--- src/rtl/tap_readback_if.sv ---
// Downstream tap-word stream between tap_readback (master) and its consumer (slave).
interface tap_readback_if #(
    parameter int DW = 32
);
    logic [DW-1:0] o_data;
    logic          o_valid;
    logic          i_ready;
    logic          o_last;

    modport master (output o_data, output o_valid, output o_last, input i_ready);
    modport slave  (input o_data, input o_valid, input o_last, output i_ready);
endinterface

--- src/rtl/tap_readback.sv ---
// Reads FIR taps 0..NTAPS-1 from the tap RAM and streams them out one per handshake.
// Optional TAP_READBACK_CONVERT_EN: convert each IEEE-754 single tap to a saturated int32.
module tap_readback #(
    parameter int NTAPS  = 103,
    parameter int IW     = 9,
    parameter int DW     = 32,
    parameter int RD_LAT = 1
) (
    input  logic            i_clk,
    input  logic            i_reset,
    input  logic            i_ce,
    input  logic            i_start,
    output logic            o_rd_en,
    output logic [IW-1:0]   o_rd_idx,
    input  logic [DW-1:0]   i_rd_data,
    tap_readback_if.master  stream,
    output logic            o_busy,
    output logic            o_done
);

    localparam logic [2:0] S_IDLE  = 3'd0;
    localparam logic [2:0] S_ISSUE = 3'd1;
    localparam logic [2:0] S_WAIT  = 3'd2;
    localparam logic [2:0] S_HOLD  = 3'd3;
    localparam logic [2:0] S_DONE  = 3'd4;

    localparam logic [IW-1:0] LAST_IDX = IW'(NTAPS - 1);
    localparam logic [2:0]    LAT_LAST = 3'(RD_LAT - 1);

    logic [2:0]    state;
    logic [IW-1:0] index;
    logic [2:0]    lat_cnt;
    logic [DW-1:0] data_q;
    logic [DW-1:0] cap_data;

`ifdef TAP_READBACK_CONVERT_EN
    // Float to int32, truncating toward zero; NaN and overflow saturate.
    function automatic logic signed [31:0] f2i_sat(input logic [31:0] f);
        logic        sign;
        logic [7:0]  expo;
        logic [22:0] man;
        logic [7:0]  sh;
        logic [31:0] mag;
        begin
            sign = f[31];
            expo = f[30:23];
            man  = f[22:0];
            sh   = expo - 8'd127;
            mag  = {8'd0, 1'b1, man};
            if (expo == 8'hFF && man != 23'd0) begin
                f2i_sat = 32'sh7FFF_FFFF;
            end else if (expo < 8'd127) begin
                f2i_sat = 32'sd0;
            end else if (expo >= 8'd158) begin
                f2i_sat = sign ? 32'sh8000_0000 : 32'sh7FFF_FFFF;
            end else begin
                if (sh >= 8'd23) mag = mag << (sh - 8'd23);
                else             mag = mag >> (8'd23 - sh);
                f2i_sat = sign ? $signed(~mag + 32'd1) : $signed(mag);
            end
        end
    endfunction

    always_comb begin
        cap_data = DW'(f2i_sat(i_rd_data[31:0]));
    end
`else
    always_comb begin
        cap_data = i_rd_data;
    end
`endif

    always_ff @(posedge i_clk or posedge i_reset) begin
        if (i_reset) begin
            state   <= S_IDLE;
            index   <= '0;
            lat_cnt <= '0;
            data_q  <= '0;
        end else if (i_ce) begin
            case (state)
                S_IDLE: begin
                    if (!i_start) begin
                        index <= '0;
                        state <= S_ISSUE;
                    end
                end
                S_ISSUE: begin
                    lat_cnt <= '0;
                    state   <= S_WAIT;
                end
                // Capture on the last latency cycle so o_data appears with o_valid.
                S_WAIT: begin
                    if (lat_cnt == LAT_LAST) begin
                        data_q <= cap_data;
                        state  <= S_HOLD;
                    end else begin
                        lat_cnt <= lat_cnt + 3'd1;
                    end
                end
                S_HOLD: begin
                    if (stream.i_ready) begin
                        if (index == LAST_IDX) begin
                            state <= S_DONE;
                        end else begin
                            index <= index + IW'(1);
                            state <= S_ISSUE;
                        end
                    end
                end
                S_DONE: begin
                    if (i_start) state <= S_IDLE;
                end
                default: state <= S_IDLE;
            endcase
        end
    end

    // The strobe is gated by i_ce so a frozen ISSUE cycle never repeats the read.
    assign o_rd_en        = (state == S_ISSUE) && i_ce;
    assign o_rd_idx       = index;
    assign stream.o_data  = data_q;
    assign stream.o_valid = (state == S_HOLD);
    assign stream.o_last  = (state == S_HOLD) && (index == LAST_IDX);
    assign o_busy         = (state == S_ISSUE) || (state == S_WAIT) || (state == S_HOLD);
    assign o_done         = (state == S_DONE);

endmodule

--- src/flat_wrapper.sv ---
// flat-port wrapper written by rule: the top's interface ports become plain ports
module tap_readback_flat 
#(
    parameter int NTAPS  = 103,
    parameter int IW     = 9,
    parameter int DW     = 32,
    parameter int RD_LAT = 1
)
  (i_clk, i_reset, i_ce, i_start, o_rd_en, o_rd_idx, i_rd_data, o_busy, o_done, stream_o_data, stream_o_valid, stream_o_last, stream_i_ready);
  tap_readback_if #(.DW(DW)) stream_i ();
  input  logic i_clk;
  input  logic i_reset;
  input  logic i_ce;
  input  logic i_start;
  output logic o_rd_en;
  output logic [IW-1:0] o_rd_idx;
  input  logic [DW-1:0] i_rd_data;
  output logic o_busy;
  output logic o_done;
  output wire logic [$bits(stream_i.o_data)-1:0] stream_o_data;
  output wire logic [$bits(stream_i.o_valid)-1:0] stream_o_valid;
  output wire logic [$bits(stream_i.o_last)-1:0] stream_o_last;
  input wire logic [$bits(stream_i.i_ready)-1:0] stream_i_ready;
  assign stream_o_data = stream_i.o_data;
  assign stream_o_valid = stream_i.o_valid;
  assign stream_o_last = stream_i.o_last;
  assign stream_i.i_ready = stream_i_ready;
  tap_readback #(.NTAPS(NTAPS), .IW(IW), .DW(DW), .RD_LAT(RD_LAT)) u_core (.i_clk(i_clk), .i_reset(i_reset), .i_ce(i_ce), .i_start(i_start), .o_rd_en(o_rd_en), .o_rd_idx(o_rd_idx), .i_rd_data(i_rd_data), .stream(stream_i), .o_busy(o_busy), .o_done(o_done));
endmodule
--- config.mk ---
export PLATFORM = sky130hd
export DESIGN_NAME = tap_readback_flat
export DESIGN_NICKNAME = d
export VERILOG_FILES = /design/src/rtl/tap_readback_if.sv /design/src/rtl/tap_readback.sv /design/src/flat_wrapper.sv
export SDC_FILE = /design/constraint.sdc
export NUM_CORES = 1
export LEC_CHECK = 0
export ABC_AREA = 1
export BUFFER_PORTS_ARGS = -buffer_cell sky130_fd_sc_hd__buf_4
export CAP_MARGIN = 20
export CORE_MARGIN = 2
export CORE_UTILIZATION = 34
export DETAILED_ROUTE_END_ITERATION = 10
export PLACE_DENSITY = 0.56
export SYNTH_ARGS = -nofsm -noshare
export SYNTH_HDL_FRONTEND = slang
export SYNTH_SLANG_ARGS = --single-unit
--- constraint.sdc ---
create_clock -name i_clk -period 1.8 [get_ports i_clk]
set_clock_uncertainty 0.1 [all_clocks]
set_input_delay 0.18 -clock i_clk [delete_from_list [all_inputs] [get_ports i_clk]]
set_output_delay 0.18 -clock i_clk [all_outputs]
set_load 0.1 [all_outputs]
# After elaboration in Yosys (flattened, before gate mapping)
# Index checks and enable logic that the tools add are counted.
# op_classes
eq_ne	11
n_shift	0
muxes	12
multipliers	0
reduce_logical	12
magnitude_cmp	0
bitwise_logic	0
div	0
n_addsub	2
# op_table
op	count
2-to-1 mux 9 bit	3
2-to-1 mux 3 bit	6
one-hot mux 9 bit (2 select lines)	1
one-hot mux 3 bit (5 select lines)	1
AND reduction 5 bit	2
adder 9 x 1 -> 9 bit (second input constant)	1
== test 9 x 7 -> 1 bit (second input constant)	1
inequality test 2 bit (second input constant)	4
== test 3 x 2 -> 1 bit (second input constant)	2
logical NOT 3 bit	2
one-hot mux 3 bit (2 select lines)	1
AND reduction 3 bit	2
inequality test 2 x 1 -> 1 bit (second input constant)	2
nonzero test 2 bit	2
adder 3 x 1 -> 3 bit (second input constant)	1
== test 3 x 1 -> 1 bit (second input constant)	1
== test 3 bit (second input constant)	1
logical AND 1 bit	2
logical OR 1 bit	2
# totals
ram_bits	0
mem_count	0
reg_bits	47
latchBits	0
rom_bits	0
inputBits	37

# Depth between registers and ports, before layout
# logic_depth
word_depth	4
mapped_depth	10

# Least setup slack after synthesis
# No wires, ideal clock.
# synth_timing
kind	register -> output
from	register u_core.state[2]
to	output port o_done
t_arrival_ns	2.532
required_time_ns	1.520
path_stages_with_launch	3
slack_ns	-1.012
path_cell_list	dfrtp_1 > inv_2 > nor3_1
# synth_between
elab_chain_cells	1
# synth_lines
item	line	source
start: declaration	tap_readback.sv:30	logic [2:0] state;
start signal: assignment	tap_readback.sv:75	state <= S_IDLE;
start signal: assignment	tap_readback.sv:84	state <= S_ISSUE;
start signal: assignment	tap_readback.sv:89	state <= S_WAIT;
== test 3 bit	tap_readback.sv:125	assign o_done = (state == S_DONE);
end: declaration	flat_wrapper.sv:19	output logic o_done;
# No other way between the ends.

# Worst setup path after layout
# layout_timing
from	register u_core.index[0] (netlist: u_core.o_rd_idx[0])
to	output port stream_o_last
# layout_between
elab_chain_cells	2
# layout_lines
item	line	source
start: declaration	tap_readback.sv:31	logic [IW-1:0] index;
start signal: assignment	tap_readback.sv:105	index <= index + IW'(1);
== test 9 x 7 -> 1 bit	tap_readback.sv:123	assign stream.o_last = (state == S_HOLD) && (index == LAST_IDX);
logical AND 1 bit	tap_readback.sv:123	
end: declaration	flat_wrapper.sv:22	output wire logic [$bits(stream_i.o_last)-1:0] stream_o_last;
# No other way between the ends.

==> run metrics <==
Tcrit/Tclk final 0.989; Reg2Reg Depth 10; ant diodes 0; RR Startpoint u_core.o_rd_idx[0]; Max-Cap Viols 0; Ys Warns 0; Core Region 6720 um2; Initial Util 0.349; kind of end point of the critical path primary output; hold wc startpoint i_ce; vias in the first global route 2,301; ANT nets after route 0; RSZ-0062 raised after global routing yes; setup tns final 0 ps; DR DRC count 0; drt pass-1 iters 4; largest net degree at the start of global routing 48; nets@finish 458; HPWL Detailed 4.09 mm; fin crit period 1780 ps; Hold Vio Cnt, Final 0; H-tree Lvls 2; Cell Area, Synth 2350 um2; Post-Route WL 6.17 mm; Num Clock Sinks 47; post-synth cell types 23; Root Driver clkbuf_8; WHS 195 ps; Setup CP Type register to primary output; Syn Area/Cell 7.96 um2; wire length on met2 2.94 mm; share of layout cells above drive strength 1 0.333; DP Area 3130 um2; Cell Rows 30; total grt overflow 0; Hold Crit Class primary input to register; metal3 WL 394 um; first-pass GRT wire length 10.5 mm; routed length on met1 2.78 mm; fin area 3650 um2; multi-input logic area 1120 um2; Vias/cell 4.59; f_max 0.562 GHz; full die area 7580 um2; chip width 87.1 um; Die Ht 87.1 um; CTS Buffer Depth 2; routed vias 2,287; Ports 83; R2R Path End u_core.o_rd_idx[2]; Tot GR Track Use 0.172; final RePlAce weighted congestion 0.794; worst path required time 1520 ps; Syn Inst Count 295; WHS Path Cells 3; Hold Path End u_core.lat_cnt[2]; Final Max Tran Viols 0; CP startpoint kind register; Fillers 606; TritonCTS clock tree built; post-synthesis sequential area ratio 0.501; Worst-path clk slew 90 ps; Layout area overhead 55.7%; Worst Tran Pin Value 401 ps; Slowest-stage cell, CP dfrtp_4; total CTS buffers 5; slowest stage delay, CP 500 ps; Top Metal Used met4; Routed WL per cell 12.4 um; Slew Limit Headroom 0.733; Critical Path Fanout Max 2; input/output buffers 82; arrival time at the worst endpoint 1500 ps; clk_lat worst skew 300 ps; status completed; initial antenna violation count 0; FF/Latch Area 1200 um2; Worst Slack Setup Final 19.8 ps; 1st-iter DRT viols 88; dpl ws 86.2 ps; Syn Nets 336; Setup violations, final 0; Yosys reg bits 47; worst reg-to-reg setup slack 140 ps; critical-path cell list inv_4 > ha_4 > nand2_4 > nor2_4 > nand3_4 > clkinvlp_4 > buf_12
==> how the worst max path moves through the flow <==
stage                  startpoint              end  slack, ps  cells past startpoint
2_1_floorplan     u_core.state[1]  u_core.state[2]       -220                      6
3_3_place_gp   u_core.o_rd_idx[0]    stream_o_last        100                      7
3_5_place_dp   u_core.o_rd_idx[0]    stream_o_last         90                      7
4_1_cts        u_core.o_rd_idx[0]    stream_o_last          8                      7
5_1_grt        u_core.o_rd_idx[0]    stream_o_last        -50                      7
6_report       u_core.o_rd_idx[0]    stream_o_last         20                      7
==> cell usage after synthesis <==
library cell,n,area (um2)
nor2_2,1,6.26
clkbuf_1,6,22.5
nor2_4,2,22.5
o21bai_1,9,67.6
nand2_1,118,443
nor2_1,23,86.3
xor2_1,3,26.3
nor2_8,1,20.0
nand2_4,2,22.5
dfrtp_1,47,1180
nand3_1,8,40.0
buf_4,4,30.0
o31ai_1,1,7.51
inv_1,18,67.6
a21oi_1,1,5.00
nand3b_1,1,7.51
inv_2,2,7.51
nand2_2,3,18.8
ha_1,4,50.1
nand3_4,1,17.5
nor3b_1,1,7.51
o21ai_0,38,190
nor3_1,1,5.00
==> flip-flops by register name (all words and copies together), names as in the netlist <==
signal,flops
u_core.lat_cnt,3
u_core.stream.o_data,32
u_core.o_rd_idx,9
u_core.state,3
==> layout make-up <==
cell class              count  area share
clock buffers               6      0.0226
clock inverters             2     0.00445
inverters                  20      0.0229
multi-input cells         218       0.305
flip-flops and latches     47       0.328
well taps                  80      0.0274
repair buffers            125       0.290
==> layer usage <==
metal,vias to the layer above,global-route usage
li1,1172,-
met3,6,0.0427
met2,64,0.282
met4,0,0.0476
met5,-,0
met1,1045,0.227
==> stage by stage <==
stage	util	cells
2_1_floorplan	-	295
3_3_place_gp	0.466	453
3_5_place_dp	0.466	453
4_1_cts	0.542	498
5_1_grt	0.544	498
6_report	0.544	498
==> cells by family after synthesis <==
logic type	share of synthesized area
AOI/OAI and AO/OA	0.115
xor gates and xnor gates	0.0112
adders and majority gates	0.0213
buffers and inverters	0.0544
DFF	0.501
and+or+nand+nor	0.297
==> worst max-delay path: cells and delay by family, from the launching register on <==
kind                     cells  cell delay (ps)
flip-flops                   1              500
buffers and inverters        3              340
adder cells (fa/ha/maj)      1              120
AND/OR/NAND/NOR              3              240
==> repair_timing <==
item / in CTS / in global routing
hold buffers: 33 / 0
buffers inserted: 4 / 0
endpoints found under the hold margin: 79 / 0
endpoints found under the setup margin: 1 / 22
resized for setup: 12 / 5
pin swaps: 3 / 0
==> cell usage in the layout, fill, tap and decap left out <==
master,instances
nor2_2,5
inv_4,2
dlygate4sd3_1,33
nand3_4,2
a21oi_1,1
dfrtp_4,3
buf_4,89
buf_12,3
nand2_4,3
dfrtp_2,8
dfrtp_1,36
inv_1,14
o21ai_1,1
o21ai_0,37
clkbuf_8,6
nor2_8,1
o31ai_1,1
nand2_2,4
xor2_1,3
nand3b_1,1
ha_1,3
nor3b_1,1
o21bai_1,9
nor2_1,16
nand3_1,7
nor3_2,1
ha_4,1
clkinvlp_4,2
clkinv_4,1
nor2_4,5
inv_2,3
nand2_1,116
Power is not shown: default switching activity piles up to over one toggle a cycle in this logic, so the estimate is an artifact.
